## config.mk

```make
export PLATFORM = sky130hd
export DESIGN_NAME = uart_cmd_parser
export DESIGN_NICKNAME = d
export VERILOG_FILES = /design/src/rtl/uart_pkg.sv /design/src/rtl/uart_cmd_parser.sv
export SDC_FILE = /design/constraint.sdc
export NUM_CORES = 1
export LEC_CHECK = 0
export BUFFER_PORTS_ARGS = -buffer_cell sky130_fd_sc_hd__buf_2
export CORE_ASPECT_RATIO = 1.2
export CORE_MARGIN = 10
export CORE_UTILIZATION = 51
export CTS_CLUSTER_DIAMETER = 60
export DETAILED_ROUTE_END_ITERATION = 8
export PLACE_DENSITY = 0.82
export SYNTH_ARGS = -nofsm -noshare
export SYNTH_HDL_FRONTEND = slang
export SYNTH_SLANG_ARGS = --single-unit
```

## constraint.sdc

```tcl
create_clock -name clk -period 1.9 [get_ports clk]
set_input_delay 0.285 -clock clk [delete_from_list [all_inputs] [get_ports clk]]
set_output_delay 0.285 -clock clk [all_outputs]
set_load 0.005 [all_outputs]
```

## src/rtl/uart_pkg.sv

```systemverilog
// Shared types and constants for the UART command-frame parser.
package uart_pkg;

    typedef enum logic [2:0] {
        S_IDLE = 3'd0,
        S_CMD  = 3'd1,
        S_ADDR = 3'd2,
        S_DATA = 3'd3,
        S_CHK  = 3'd4
    } state_t;

    localparam logic [7:0] HEADER_DEFAULT = 8'hA5;
    localparam int         FRAME_LEN      = 5;

    // One UART byte is 10 bit times (start + 8 data + stop).
    function automatic int timeout_cnt(input int clk_freq, input int uart_bps, input int n_bytes);
        return n_bytes * 10 * (clk_freq / uart_bps);
    endfunction

endpackage

```

## src/rtl/uart_cmd_parser.sv

```systemverilog
// Assembles HEADER/CMD/ADDR/DATA/CHK frames from received UART bytes and
// emits one decoded command per good frame, or a single error strobe.
module uart_cmd_parser
    import uart_pkg::*;
#(
    parameter int         CLK_FREQ      = 50_000_000,
    parameter int         UART_BPS      = 115200,
    parameter logic [7:0] HEADER        = HEADER_DEFAULT,
    parameter int         TIMEOUT_BYTES = 4
) (
    input  logic       clk,
    input  logic       rst_n,
    input  logic [7:0] rx_data,
    input  logic       done_flag,
    input  logic       frame_error,
    output logic       pkt_valid,
    output logic [7:0] pkt_cmd,
    output logic [7:0] pkt_addr,
    output logic [7:0] pkt_data,
    output logic       chk_err,
    output logic       tmo_err,
    output logic       fe_abort,
    output logic       busy
);

    localparam int TIMEOUT_CNT = timeout_cnt(CLK_FREQ, UART_BPS, TIMEOUT_BYTES);
    localparam int CW          = $clog2(TIMEOUT_CNT);
    localparam logic [CW-1:0] CNT_LAST = CW'(TIMEOUT_CNT - 1);

    state_t        state, state_nxt;
    logic [7:0]    cmd_q, addr_q, data_q;
    logic [7:0]    cmd_nxt, addr_nxt, data_nxt;
    logic [CW-1:0] cnt_q, cnt_nxt;
    logic [7:0]    pkt_cmd_nxt, pkt_addr_nxt, pkt_data_nxt;
    logic          pkt_valid_nxt, chk_err_nxt, tmo_err_nxt, fe_abort_nxt;
    logic          byte_ev, err_ev, tmo_hit;

    assign byte_ev = done_flag & ~frame_error;
    assign err_ev  = done_flag & frame_error;
    assign tmo_hit = (state != S_IDLE) && (cnt_q == CNT_LAST);
    assign busy    = (state != S_IDLE);

    always_ff @(posedge clk or negedge rst_n) begin
        if (!rst_n) begin
            state     <= S_IDLE;
            cmd_q     <= '0;
            addr_q    <= '0;
            data_q    <= '0;
            cnt_q     <= '0;
            pkt_valid <= 1'b0;
            chk_err   <= 1'b0;
            tmo_err   <= 1'b0;
            fe_abort  <= 1'b0;
            pkt_cmd   <= '0;
            pkt_addr  <= '0;
            pkt_data  <= '0;
        end else begin
            state     <= state_nxt;
            cmd_q     <= cmd_nxt;
            addr_q    <= addr_nxt;
            data_q    <= data_nxt;
            cnt_q     <= cnt_nxt;
            pkt_valid <= pkt_valid_nxt;
            chk_err   <= chk_err_nxt;
            tmo_err   <= tmo_err_nxt;
            fe_abort  <= fe_abort_nxt;
            pkt_cmd   <= pkt_cmd_nxt;
            pkt_addr  <= pkt_addr_nxt;
            pkt_data  <= pkt_data_nxt;
        end
    end

    always_comb begin
        state_nxt     = state;
        cmd_nxt       = cmd_q;
        addr_nxt      = addr_q;
        data_nxt      = data_q;
        pkt_cmd_nxt   = pkt_cmd;
        pkt_addr_nxt  = pkt_addr;
        pkt_data_nxt  = pkt_data;
        pkt_valid_nxt = 1'b0;
        chk_err_nxt   = 1'b0;
        tmo_err_nxt   = 1'b0;
        fe_abort_nxt  = 1'b0;

        // Any received strobe restarts the gap measurement, so a byte
        // landing on the terminal count beats the timeout.
        if (state == S_IDLE || done_flag || tmo_hit) begin
            cnt_nxt = '0;
        end else begin
            cnt_nxt = cnt_q + CW'(1);
        end

        if (state == S_IDLE) begin
            if (byte_ev && rx_data == HEADER) begin
                state_nxt = S_CMD;
            end
        end else if (err_ev) begin
            fe_abort_nxt = 1'b1;
            state_nxt    = S_IDLE;
        end else if (byte_ev) begin
            case (state)
                S_CMD: begin
                    cmd_nxt   = rx_data;
                    state_nxt = S_ADDR;
                end
                S_ADDR: begin
                    addr_nxt  = rx_data;
                    state_nxt = S_DATA;
                end
                S_DATA: begin
                    data_nxt  = rx_data;
                    state_nxt = S_CHK;
                end
                S_CHK: begin
                    if (rx_data == (cmd_q ^ addr_q ^ data_q)) begin
                        pkt_valid_nxt = 1'b1;
                        pkt_cmd_nxt   = cmd_q;
                        pkt_addr_nxt  = addr_q;
                        pkt_data_nxt  = data_q;
                    end else begin
                        chk_err_nxt = 1'b1;
                    end
                    state_nxt = S_IDLE;
                end
                default: state_nxt = S_IDLE;
            endcase
        end else if (tmo_hit) begin
            tmo_err_nxt = 1'b1;
            state_nxt   = S_IDLE;
        end
    end

endmodule

```

==> results.py, run 1 <==
metrics = {
    "timing": {
        "slew-limit-headroom_pct": 66.3,
        "post-route-min-period_ns": 2.00,
        "timing.fmax_ghz": 0.501,
        "min_period_over_period_pct": 105,
        "setup_viol": 25,
        "worstMarginPinSlew_ns": 0.506,
        "rsz0062_at_grt": "yes",
        "layout_setup_ws_ns": -0.0966,
        "slew_viol_final": 0,
        "final-hold-violation-count": 0,
        "fin_skew_ns": 0.0122,
    },
    "detailed_routing": {
        "drt_wl_total_mm": 7.48,
        "drc": 0,
        "wl_per_cell_um": 18.2,
        "ant_nets": 0,
        "viasPerCell": 5.17,
        "vias": 2132,
        "first_pass_iters": 4,
        "drtIter0Drc": 121,
    },
    "synth": {
        "ys_ff_latch": 70,
        "seq_area_frac_synth_pct": 56.3,
        "synth-main-ff-cell": "dfrtp_1",
        "synth_area_leader_cell": "dfrtp_1",
        "synth_area_per_cell_um2": 13.8,
        "postSynthCellCount": 225,
        "syn_nets": 238,
        "synthArstFlopShare_pct": 100,
        "synth.top_cells.by_area": "dfrtp_1 56%, mux2_2 10%, mux2_4 9.2%",
        "syn_area_um2": 3110,
        "yosysTopAreaCellShare_pct": 56.3,
        "synth_edf_count": 0,
        "synth.distinct_cells": 30,
        "ys.warnings.count": 0,
    },
    "power_and_ir_drop": {
        "pwr_density_cell_nw_per_um2": 1250,
        "finalPower_uw": 5180,
        "switching_power_uw": 1550,
        "intPower_uw": 3640,
        "p_seq_share_pct": 38.6,
        "swShare_pct": 29.8,
        "vdd.ir_drop.worst_mv": 0.694,
        "comb_power_share_pct": 33.9,
        "p_leak_uw": 0.00206,
        "clock_power_share_pct": 27.6,
    },
    "status": {
        "violations": "setup timing",
        "status": "finished with violations",
    },
    "cells_and_area": {
        "drive_gt1_share_pct": 51.8,
        "final_core_util_pct": 69.1,
        "antennaDiodeCount": 0,
        "fillers": 421,
        "nNetsFinal": 338,
        "stdcell_count": 412,
        "area_growth_pct": 32.8,
    },
    "clock_network": {
        "cts_made_buffers": 9,
        "clk_pin_slew_ns": 0.08,
        "cts_tree": "yes",
        "cts-root-buf": "clkbuf_8",
        "htreeDepth": 3,
        "clk_path_buf_depth": 2,
        "clock_sinks": 70,
        "worst_skew_pair.late_latency_ns": 0.35,
    },
    "global_route": {
        "antenna_found_initial": 0,
        "grt_usage_pct": 15.9,
        "grt_max_degree": 51,
        "gr-total-overflow": 0,
        "grt_pass1_vias": 2429,
        "grt_pass1_wl_mm": 12.1,
    },
    "placement": {
        "dp_hpwl_mm": 5.01,
        "routabilityCongestion": 0.778,
        "port_buffers": 40,
        "placed_cells_incl_taps": 386,
    },
    "critical_path": {
        "crit_fanout": 7,
        "crit_chain": "xor2_2 > xnor2_1 > nand4_1 > nor3_4 > buf_6 > buf_12 > mux2_2",
        "critical_path.max_stage_delay_ns": 0.42,
        "startpoint_type": "register",
        "r2r_cells": 7,
        "arrival_ns": 2.22,
        "cp_slowest_cell": "dfrtp_1",
        "r2r_end": "pkt_data[0]",
        "reg2reg_from": "data_q[1]",
        "rrSetupSlack_ns": -0.1,
        "cp.required_ns": 2.13,
        "worst-setup-path-type": "reg -> reg",
        "worst_setup_path_end_kind": "register",
    },
    "min_path": {
        "worstHoldStart": "frame_error",
        "min_path_cells": 2,
        "hp-class": "in -> reg",
        "min_to": "fe_abort",
    },
    "floorplanning": {
        "row_count": 31,
        "die_w_um": 91.3,
        "dieArea_um2": 9640,
        "die_h_um": 106,
        "io_pins": 41,
        "core_um2": 5970,
        "start_util_pct": 52.1,
    },
    "run": {
        "cap_viol_max_count": 0,
    },
}
routing by layer:
| layer | track usage, % | wire length (um) | share of wire [%] |
|---|---|---|---|
| met5 | 0 | 0 | 0 |
| met4 | 8.18 | 155 | 2.1 |
| met3 | 4.47 | 284 | 3.8 |
| met2 | 28.5 | 4160 | 56 |
| met1 | 16.5 | 2880 | 39 |
cell type report:
type / instances / area [um^2] / area share [%]
well taps: 82 / 103 / 2.48
clock buffers: 9 / 124 / 3.00
multi-input cells: 145 / 1350 / 32.7
repair buffers: 95 / 672 / 16.3
flip-flops and latches: 70 / 1750 / 42.4
inverters: 4 / 15.0 / 0.364
clock inverters: 7 / 113 / 2.73
sequential cells by signal, indices dropped and copies added, names as in the netlist:
signal     count
pkt_addr       8
cnt_q         15
cmd_q          8
tmo_err        1
data_q         8
addr_q         8
pkt_cmd        8
chk_err        1
pkt_valid      1
state          3
pkt_data       8
fe_abort       1
logic make-up after synthesis:
group                      synth area share, %
AOI/OAI and AO/OA                         1.01
xor gates and xnor gates                  10.4
adders and majority gates                0.402
buffers and inverters                     2.49
DFF                                       56.3
muxes                                     19.7
and+or+nand+nor                           9.69
layout by cell type, fill, tap and decap left out, types with 2 or more instances in the layout:
| cell | instances |
|---|---|
| and3_1 | 5 |
| and4_1 | 2 |
| buf_12 | 2 |
| buf_2 | 40 |
| buf_4 | 49 |
| bufinv_16 | 3 |
| clkbuf_8 | 9 |
| clkinv_2 | 3 |
| dfrtp_1 | 70 |
| inv_1 | 4 |
| mux2_2 | 29 |
| mux2_4 | 19 |
| nand2_1 | 4 |
| nand3_1 | 6 |
| nand4_1 | 6 |
| nor2_1 | 18 |
| nor3_1 | 4 |
| nor3_4 | 2 |
| xnor2_1 | 18 |
| xnor2_2 | 7 |
| xor2_1 | 11 |
cells in the mapped netlist, drive strengths merged (2+ instances only):
master  number
inv          4
nand2        4
nor3         6
nand4        6
and4         2
nand3        6
buf          3
nor2        18
mux2        48
and3         5
xor2        12
clkbuf       3
xnor2       25
dfrtp       70
critical path, delay by kind of cell, from the launching register on:
kind / cells / cell delay, ns
xor+xnor: 2 / 0.42
simple gates: 2 / 0.42
flops: 1 / 0.42
mux: 1 / 0.33
buf+inv: 2 / 0.27
repair_timing:
| item | in CTS | in global routing |
|---|---|---|
| hold buffers | 1 | 0 |
| cloned | 1 | 0 |
| pin swaps | 2 | 4 |
| endpoints found under the hold margin | 20 | 0 |
| gates resized for setup | 7 | 7 |
| buffers inserted | 8 | 0 |
| endpoints found under the setup margin | 25 | 26 |
worst max-delay path by stage:
stage | startpoint | end | slack (ns)
6_report | data_q[1] | pkt_data[0] | -0.1
5_1_grt | data_q[0] | chk_err | -0.19
4_1_cts | addr_q[4] | pkt_data[0] | -0.03
3_5_place_dp | data_q[1] | pkt_cmd[6] | -0.08
3_3_place_gp | rx_data[4] | pkt_addr[6] | -0.04
2_1_floorplan | state[1] | pkt_addr[0] | -0.007
per-stage QoR:
step           worst slack (ns)  hold WS, ns  setup TNS, ns  instance area (um^2)
2_1_floorplan          -0.00732      -0.0106         -0.108                  3110
3_3_place_gp            -0.0371        0.267         -0.352                  3710
3_5_place_dp            -0.0839        0.274         -0.984                  3710
4_1_cts                 -0.0260        0.172         -0.128                  4080
5_1_grt                  -0.190        0.188          -4.07                  4130
6_report                -0.0966        0.180          -1.78                  4130
power by group through the flow:
stage / Sequential, uW / Combinational [uW] / Clock (uW)
2_1_floorplan: 1970 / 821 / 0
4_1_cts: 1960 / 1640 / 1440
3_5_place_dp: 1980 / 1480 / 0
3_3_place_gp: 1960 / 1410 / 0
5_1_grt: 2020 / 1880 / 1510
6_report: 2000 / 1760 / 1430
(Power assumes the default switching activity.)
==> inputs of run 2 (changes only) <==
--- a/config.mk
+++ b/config.mk
@@ -5,10 +5,11 @@
 export SDC_FILE = /design/constraint.sdc
 export NUM_CORES = 1
 export LEC_CHECK = 0
+export ABC_AREA = 1
 export BUFFER_PORTS_ARGS = -buffer_cell sky130_fd_sc_hd__buf_2
 export CORE_ASPECT_RATIO = 1.2
 export CORE_MARGIN = 10
-export CORE_UTILIZATION = 51
+export CORE_UTILIZATION = 52
 export CTS_CLUSTER_DIAMETER = 60
 export DETAILED_ROUTE_END_ITERATION = 8
 export PLACE_DENSITY = 0.82
==> run 2 against run 1 <==
The run now ends clean. Total power down 11%. Via count up 33%. Die area up 7.0%. Sequential power up 4%. Synthesized cell count up 96%. First-iteration DRC count down 6.6%. Final cell count up 40%. Combinational power down 16%. Global-route usage down 1.4 points. Largest cell class unchanged. Highest routed layer unchanged.
==> results.py, run 2 <==
metrics = {
    "cells_and_area": {
        "seq_area_um2": 1750,
        "area_growth_pct": 13.8,
        "drive_gt1_share_pct": 15.5,
        "top_register": "cnt_q",
        "final_cell_mix": "159 x nand2_1, 70 x dfrtp_1, 55 x inv_1",
        "multi_input_area_um2": 1400,
        "largest_reg_flops": 15,
        "fillers": 571,
        "final_common_cell": "nand2_1",
        "stdcell_count": 576,
        "antennaDiodeCount": 0,
        "nNetsFinal": 501,
    },
    "critical_path": {
        "critical_path.max_stage_delay_ns": 0.37,
        "arrival_ns": 1.92,
        "r2r_cells": 8,
        "cp.required_ns": 2.13,
        "startpoint_type": "register",
        "path_delay_family": "simple AND/OR/NAND/NOR gates",
        "cp_slowest_cell": "dfrtp_1",
        "reg2reg_from": "cnt_q[0]",
        "worst-setup-path-type": "reg -> reg",
        "crit_chain": "ha_1 > nand3_1 > nor3_2 > nand2_1 > nor3_2 > nand3_1 > nand2_1 > nor2_1",
        "rrSetupSlack_ns": 0.21,
        "r2r_end": "cnt_q[14]",
        "crit_fanout": 4,
        "worst_setup_path_end_kind": "register",
        "worst-path-buf-inv": 0,
    },
    "min_path": {
        "min_path_cells": 3,
        "min_to": "fe_abort",
        "worstHoldStart": "frame_error",
        "hp-class": "in -> reg",
    },
    "synth": {
        "synth-main-ff-cell": "dfrtp_1",
        "syn_nets": 453,
        "synth_common_cells": "159 x nand2_1, 70 x dfrtp_1, 55 x inv_1",
        "synth.distinct_cells": 26,
        "ys.warnings.count": 0,
        "synth.top_cells.by_area": "dfrtp_1 51%, nand2_1 17%, inv_1 6.0%",
        "yosysMostFrequentCell": "nand2_1",
        "postSynthCellCount": 440,
        "ys_ff_latch": 70,
        "seq_area_frac_synth_pct": 50.8,
        "yosysTopAreaCellShare_pct": 50.8,
        "synth_area_per_cell_um2": 7.84,
        "synth_area_leader_cell": "dfrtp_1",
        "syn_area_um2": 3450,
        "synth_edf_count": 0,
        "synthArstFlopShare_pct": 100,
    },
    "clock_network": {
        "worst_skew_pair.late_latency_ns": 0.34,
        "clk_pin_slew_ns": 0.07,
        "htreeDepth": 3,
        "cts_tree": "yes",
        "cts_setup_buffers": 0,
        "clock_sinks": 70,
        "clk_path_buf_depth": 2,
        "cts-root-buf": "clkbuf_8",
        "ctsHoldBuffers": 1,
        "cts_repair_resize_count": 0,
        "cts_made_buffers": 9,
    },
    "detailed_routing": {
        "viasPerCell": 4.92,
        "drc": 0,
        "vias": 2832,
        "ant_nets": 0,
        "drtIter0Drc": 113,
        "wl_per_cell_um": 12.2,
        "drt_wl_total_mm": 7.04,
        "first_pass_iters": 6,
    },
    "placement": {
        "dp_hpwl_mm": 5.28,
        "placed_cells_incl_taps": 561,
        "port_buffers": 40,
        "routabilityCongestion": 0.843,
    },
    "power_and_ir_drop": {
        "swShare_pct": 38.1,
        "clock_power_share_pct": 23.2,
        "pwr_density_cell_nw_per_um2": 1180,
        "p_seq_share_pct": 45.0,
        "comb_power_share_pct": 31.9,
        "p_leak_uw": 0.00220,
        "intPower_uw": 2860,
        "switching_power_uw": 1760,
        "vdd.ir_drop.worst_mv": 0.685,
    },
    "floorplanning": {
        "dieArea_um2": 10300,
        "io_pins": 41,
        "core_um2": 6450,
        "die_w_um": 94.4,
        "die_h_um": 109,
        "start_util_pct": 53.5,
        "row_count": 32,
    },
    "global_route": {
        "antenna_found_initial": 0,
        "grt_pass1_wl_mm": 11.9,
        "gr-total-overflow": 0,
        "grt_max_degree": 71,
        "grt_usage_pct": 14.5,
        "grt_pass1_vias": 2590,
    },
    "timing": {
        "fin_skew_ns": 0.00310,
        "post-route-min-period_ns": 1.69,
        "worstMarginPinSlew_ns": 0.493,
        "rsz0062_at_grt": "no",
        "min_period_over_period_pct": 88.7,
        "timing.fmax_ghz": 0.593,
        "slew_viol_final": 0,
        "setup_tns_ns": 0,
        "slew-limit-headroom_pct": 67.1,
        "setup_viol": 0,
        "final-hold-violation-count": 0,
    },
    "run": {
        "cap_viol_max_count": 0,
    },
    "status": {
        "status": "complete, no violations",
    },
}
==> run 2: per-stage QoR <==
stage                     cell area (um^2)  util, %  total power [uW]  setup WS [ns]  hold slack [ns]
final                                 3930     60.9              4620          0.214            0.169
after floorplan                       3450        -              3240          0.478          -0.0106
after global placement                3740     58.1              3510          0.269            0.335
after CTS                             3930     60.9              4660          0.209            0.163
after global routing                  3930     60.9              5010        0.00354            0.187
after detailed placement              3740     58.1              3580          0.222            0.338
==> run 2: worst min-delay path: stages <==
cell	delay [ns]
buf_2	0.10
nand2_1	0.05
nor2_1	0.04
==> run 2: kinds of logic (layout without fill, tap and decap cells) <==
group / count (synthesis) / in the layout / synth area share [%]
AOI/OAI and AO/OA: 35 / 35 / 5.15
DFF: 70 / 70 / 50.8
buffers and inverters: 69 / 120 / 8.70
xor gates and xnor gates: 8 / 8 / 2.03
adders and majority gates: 1 / 1 / 0.363
and+or+nand+nor: 257 / 257 / 33.0
==> run 2: metal layers <==
| layer | GRT usage [%] | part of all wire, % |
|---|---|---|
| met1 | 16.9 | 44 |
| met2 | 24.0 | 48 |
| met3 | 4.20 | 6.1 |
| met4 | 6.63 | 1.8 |
| met5 | 0 | 0 |
==> run 2: power by group through the flow <==
| stage | logic, uW | clock network, uW | registers, uW |
|---|---|---|---|
| 4_1_cts | 1490 | 1100 | 2070 |
| 3_3_place_gp | 1420 | 0 | 2090 |
| 3_5_place_dp | 1480 | 0 | 2100 |
| 2_1_floorplan | 1230 | 0 | 2010 |
| 5_1_grt | 1720 | 1160 | 2130 |
| 6_report | 1470 | 1070 | 2080 |
==> run 2: final cells by class <==
cell class	count	area share, %
clock inverters	1	0.127
well taps	85	2.71
multi-input cells	301	35.6
clock buffers	13	4.30
flip-flops and latches	70	44.6
inverters	57	5.45
repair buffers	49	7.20
==> run 2: worst max-delay path by stage <==
stage	cells after the start	slack, ns	to	startpoint
6_report	8	0.21	cnt_q[14]	cnt_q[0]
3_3_place_gp	10	0.27	pkt_data[2]	rx_data[6]
2_1_floorplan	8	0.48	cnt_q[14]	cnt_q[0]
3_5_place_dp	10	0.22	pkt_data[2]	rx_data[6]
5_1_grt	10	0.004	pkt_data[2]	data_q[6]
4_1_cts	9	0.21	pkt_data[2]	addr_q[0]
==> inputs of run 3 (changes only) <==
--- a/config.mk
+++ b/config.mk
@@ -9,10 +9,10 @@
 export BUFFER_PORTS_ARGS = -buffer_cell sky130_fd_sc_hd__buf_2
 export CORE_ASPECT_RATIO = 1.2
 export CORE_MARGIN = 10
-export CORE_UTILIZATION = 52
+export CORE_UTILIZATION = 32
 export CTS_CLUSTER_DIAMETER = 60
 export DETAILED_ROUTE_END_ITERATION = 8
-export PLACE_DENSITY = 0.82
+export PLACE_DENSITY = 0.58
 export SYNTH_ARGS = -nofsm -noshare
 export SYNTH_HDL_FRONTEND = slang
 export SYNTH_SLANG_ARGS = --single-unit
==> run 3 against run 2 <==
Total power up 13%. Wire length is 7.1% higher. Non-clock buffer count increased by 3. Setup slack improved by 0.036 ns. Clock skew rose by 0.0031 ns. Final cell count up 8.2%. Count of clock-buffer cells in the layout unchanged. Combinational power up 4%. Register-to-register slack better by 0.05 ns. Sequential cell count unchanged. Sequential share of layout area fell by 2.3 points.
==> results.py, run 3 (synthesized netlist as in run 2, its figures left out) <==
metrics = {
    "status": {
        "status": "complete, no violations",
    },
    "placement": {
        "port_buffers": 40,
        "placed_cells_incl_taps": 609,
        "dp_hpwl_mm": 5.80,
        "routabilityCongestion": 0.832,
        "place_area_um2": 3850,
    },
    "cells_and_area": {
        "nNetsFinal": 504,
        "area_growth_pct": 20.1,
        "stdcell_count": 623,
        "design_area_um2": 4140,
        "final_cell_mix": "159 x nand2_1, 70 x dfrtp_1, 55 x inv_1",
        "antennaDiodeCount": 0,
        "top_register": "cnt_q",
        "largest_reg_flops": 15,
        "final_common_cell": "nand2_1",
        "drive_gt1_share_pct": 16.0,
    },
    "clock_network": {
        "cts-root-buf": "clkbuf_16",
        "worst_skew_pair.late_latency_ns": 0.33,
        "clock_sinks": 70,
        "cts_repair_resize_count": 0,
        "htreeDepth": 3,
        "cts_setup_buffers": 0,
        "ctsHoldBuffers": 0,
        "clk_pin_slew_ns": 0.05,
        "cts_tree": "yes",
        "cts_made_buffers": 9,
        "clk_path_buf_depth": 2,
    },
    "detailed_routing": {
        "wl_per_cell_um": 12.1,
        "drt_wl_total_mm": 7.54,
        "viasPerCell": 4.52,
        "drtIter0Drc": 146,
        "drc": 0,
        "first_pass_iters": 4,
        "ant_nets": 0,
        "vias": 2818,
    },
    "timing": {
        "setup_tns_ns": 0,
        "setup_viol": 0,
        "hold_slack_ns": 0.0257,
        "slew-limit-headroom_pct": 50.0,
        "timing.fmax_ghz": 0.606,
        "final-hold-violation-count": 0,
        "rsz0062_at_grt": "no",
        "fin_skew_ns": 0.00622,
        "worstMarginPinSlew_ns": 0.750,
        "post-route-min-period_ns": 1.65,
        "min_period_over_period_pct": 86.9,
        "slew_viol_final": 0,
    },
    "critical_path": {
        "arrival_ns": 1.37,
        "worst-setup-path-type": "reg -> out",
        "crit_chain": "nor2_1 > inv_1 > nor2_1 > inv_1 > buf_2",
        "worst-path-buf-inv": 3,
        "r2r_cells": 8,
        "cp.required_ns": 1.62,
        "worst_setup_path_end_kind": "output pin",
        "startpoint_type": "register",
        "crit_fanout": 5,
        "rrSetupSlack_ns": 0.26,
        "r2r_end": "cnt_q[14]",
        "critical_path.max_stage_delay_ns": 0.42,
        "reg2reg_from": "cnt_q[0]",
        "cp_slowest_cell": "dfrtp_1",
        "path_delay_family": "flip-flops",
    },
    "global_route": {
        "grt_pass1_wl_mm": 13.5,
        "gr-total-overflow": 0,
        "grt_pass1_vias": 2904,
        "grt_max_degree": 32,
        "antenna_found_initial": 0,
        "grt_usage_pct": 10.7,
    },
    "power_and_ir_drop": {
        "vdd.ir_drop.worst_mv": 0.340,
        "p_leak_uw": 0.00227,
        "pwr_density_cell_nw_per_um2": 1270,
        "finalPower_uw": 5250,
    },
    "floorplanning": {
        "die_w_um": 115,
        "dieArea_um2": 15400,
        "start_util_pct": 32.8,
        "die_h_um": 134,
        "row_count": 41,
        "io_pins": 41,
        "core_um2": 10500,
    },
    "run": {
        "cap_viol_max_count": 0,
    },
    "min_path": {
        "hp-class": "in -> async",
    },
}
-- run 3: cell types whose count changed in the layout (fill, tap and decap cells not counted) --
| cell | change |
|---|---|
| buf_12 | +2 |
| clkbuf_8 | -10 |
| buf_4 | +2 |
| clkbuf_16 | +9 |
| clkbuf_1 | +1 |
| dlygate4sd3_1 | -1 |
| clkinv_2 | -1 |
| bufinv_16 | +1 |
-- run 3: worst max-delay path by stage --
stage | start | end | slack (ns) | cells past startpoint
after floorplan | cnt_q[0] | cnt_q[14] | 0.48 | 8
after global placement | rx_data[1] | pkt_data[3] | 0.23 | 11
after detailed placement | rx_data[1] | pkt_addr[3] | 0.21 | 11
after CTS | cmd_q[2] | pkt_addr[3] | 0.24 | 10
after global routing | cmd_q[2] | pkt_addr[1] | 0.007 | 10
final | state[1] | busy | 0.25 | 5
-- run 3: area by class of cell --
class                      count  area (um^2)
inverter                      57          214
multi-input combinational    301         1400
clock inverter                 1         30.0
sequential                    70         1750
clock buffer                  13          260
timing repair buffer          52          328
tap                          129          161
fill                        1051         6370
-- run 3: stage by stage --
stage	util (%)	setup slack, ns
after global routing	39.4	0.00679
final	39.4	0.250
after detailed placement	36.6	0.214
after global placement	36.6	0.226
after CTS	39.4	0.237
after floorplan	-	0.478
-- run 3: worst register-to-register path: stages, from the launching register on --
cell	delay, ns
dfrtp_1	0.37
ha_1	0.19
nand3_1	0.14
nor3_2	0.26
nand2_1	0.17
nor3_2	0.19
nand3_1	0.09
nand2_1	0.06
nor2_1	0.04
-- run 3: power breakdown --
part	switching (uW)	internal [uW]	total, uW
logic	945	588	1530
clock network	567	1070	1640
registers	311	1760	2070
-- run 3: metal layers --
metal | GRT usage, % | vias up | share of wire [%]
met5 | 0 | - | 0
met4 | 5.51 | 0 | 2.8
met3 | 2.83 | 12 | 5.2
met2 | 17.5 | 41 | 47
met1 | 12.6 | 1279 | 45
li1 | - | 1486 | -
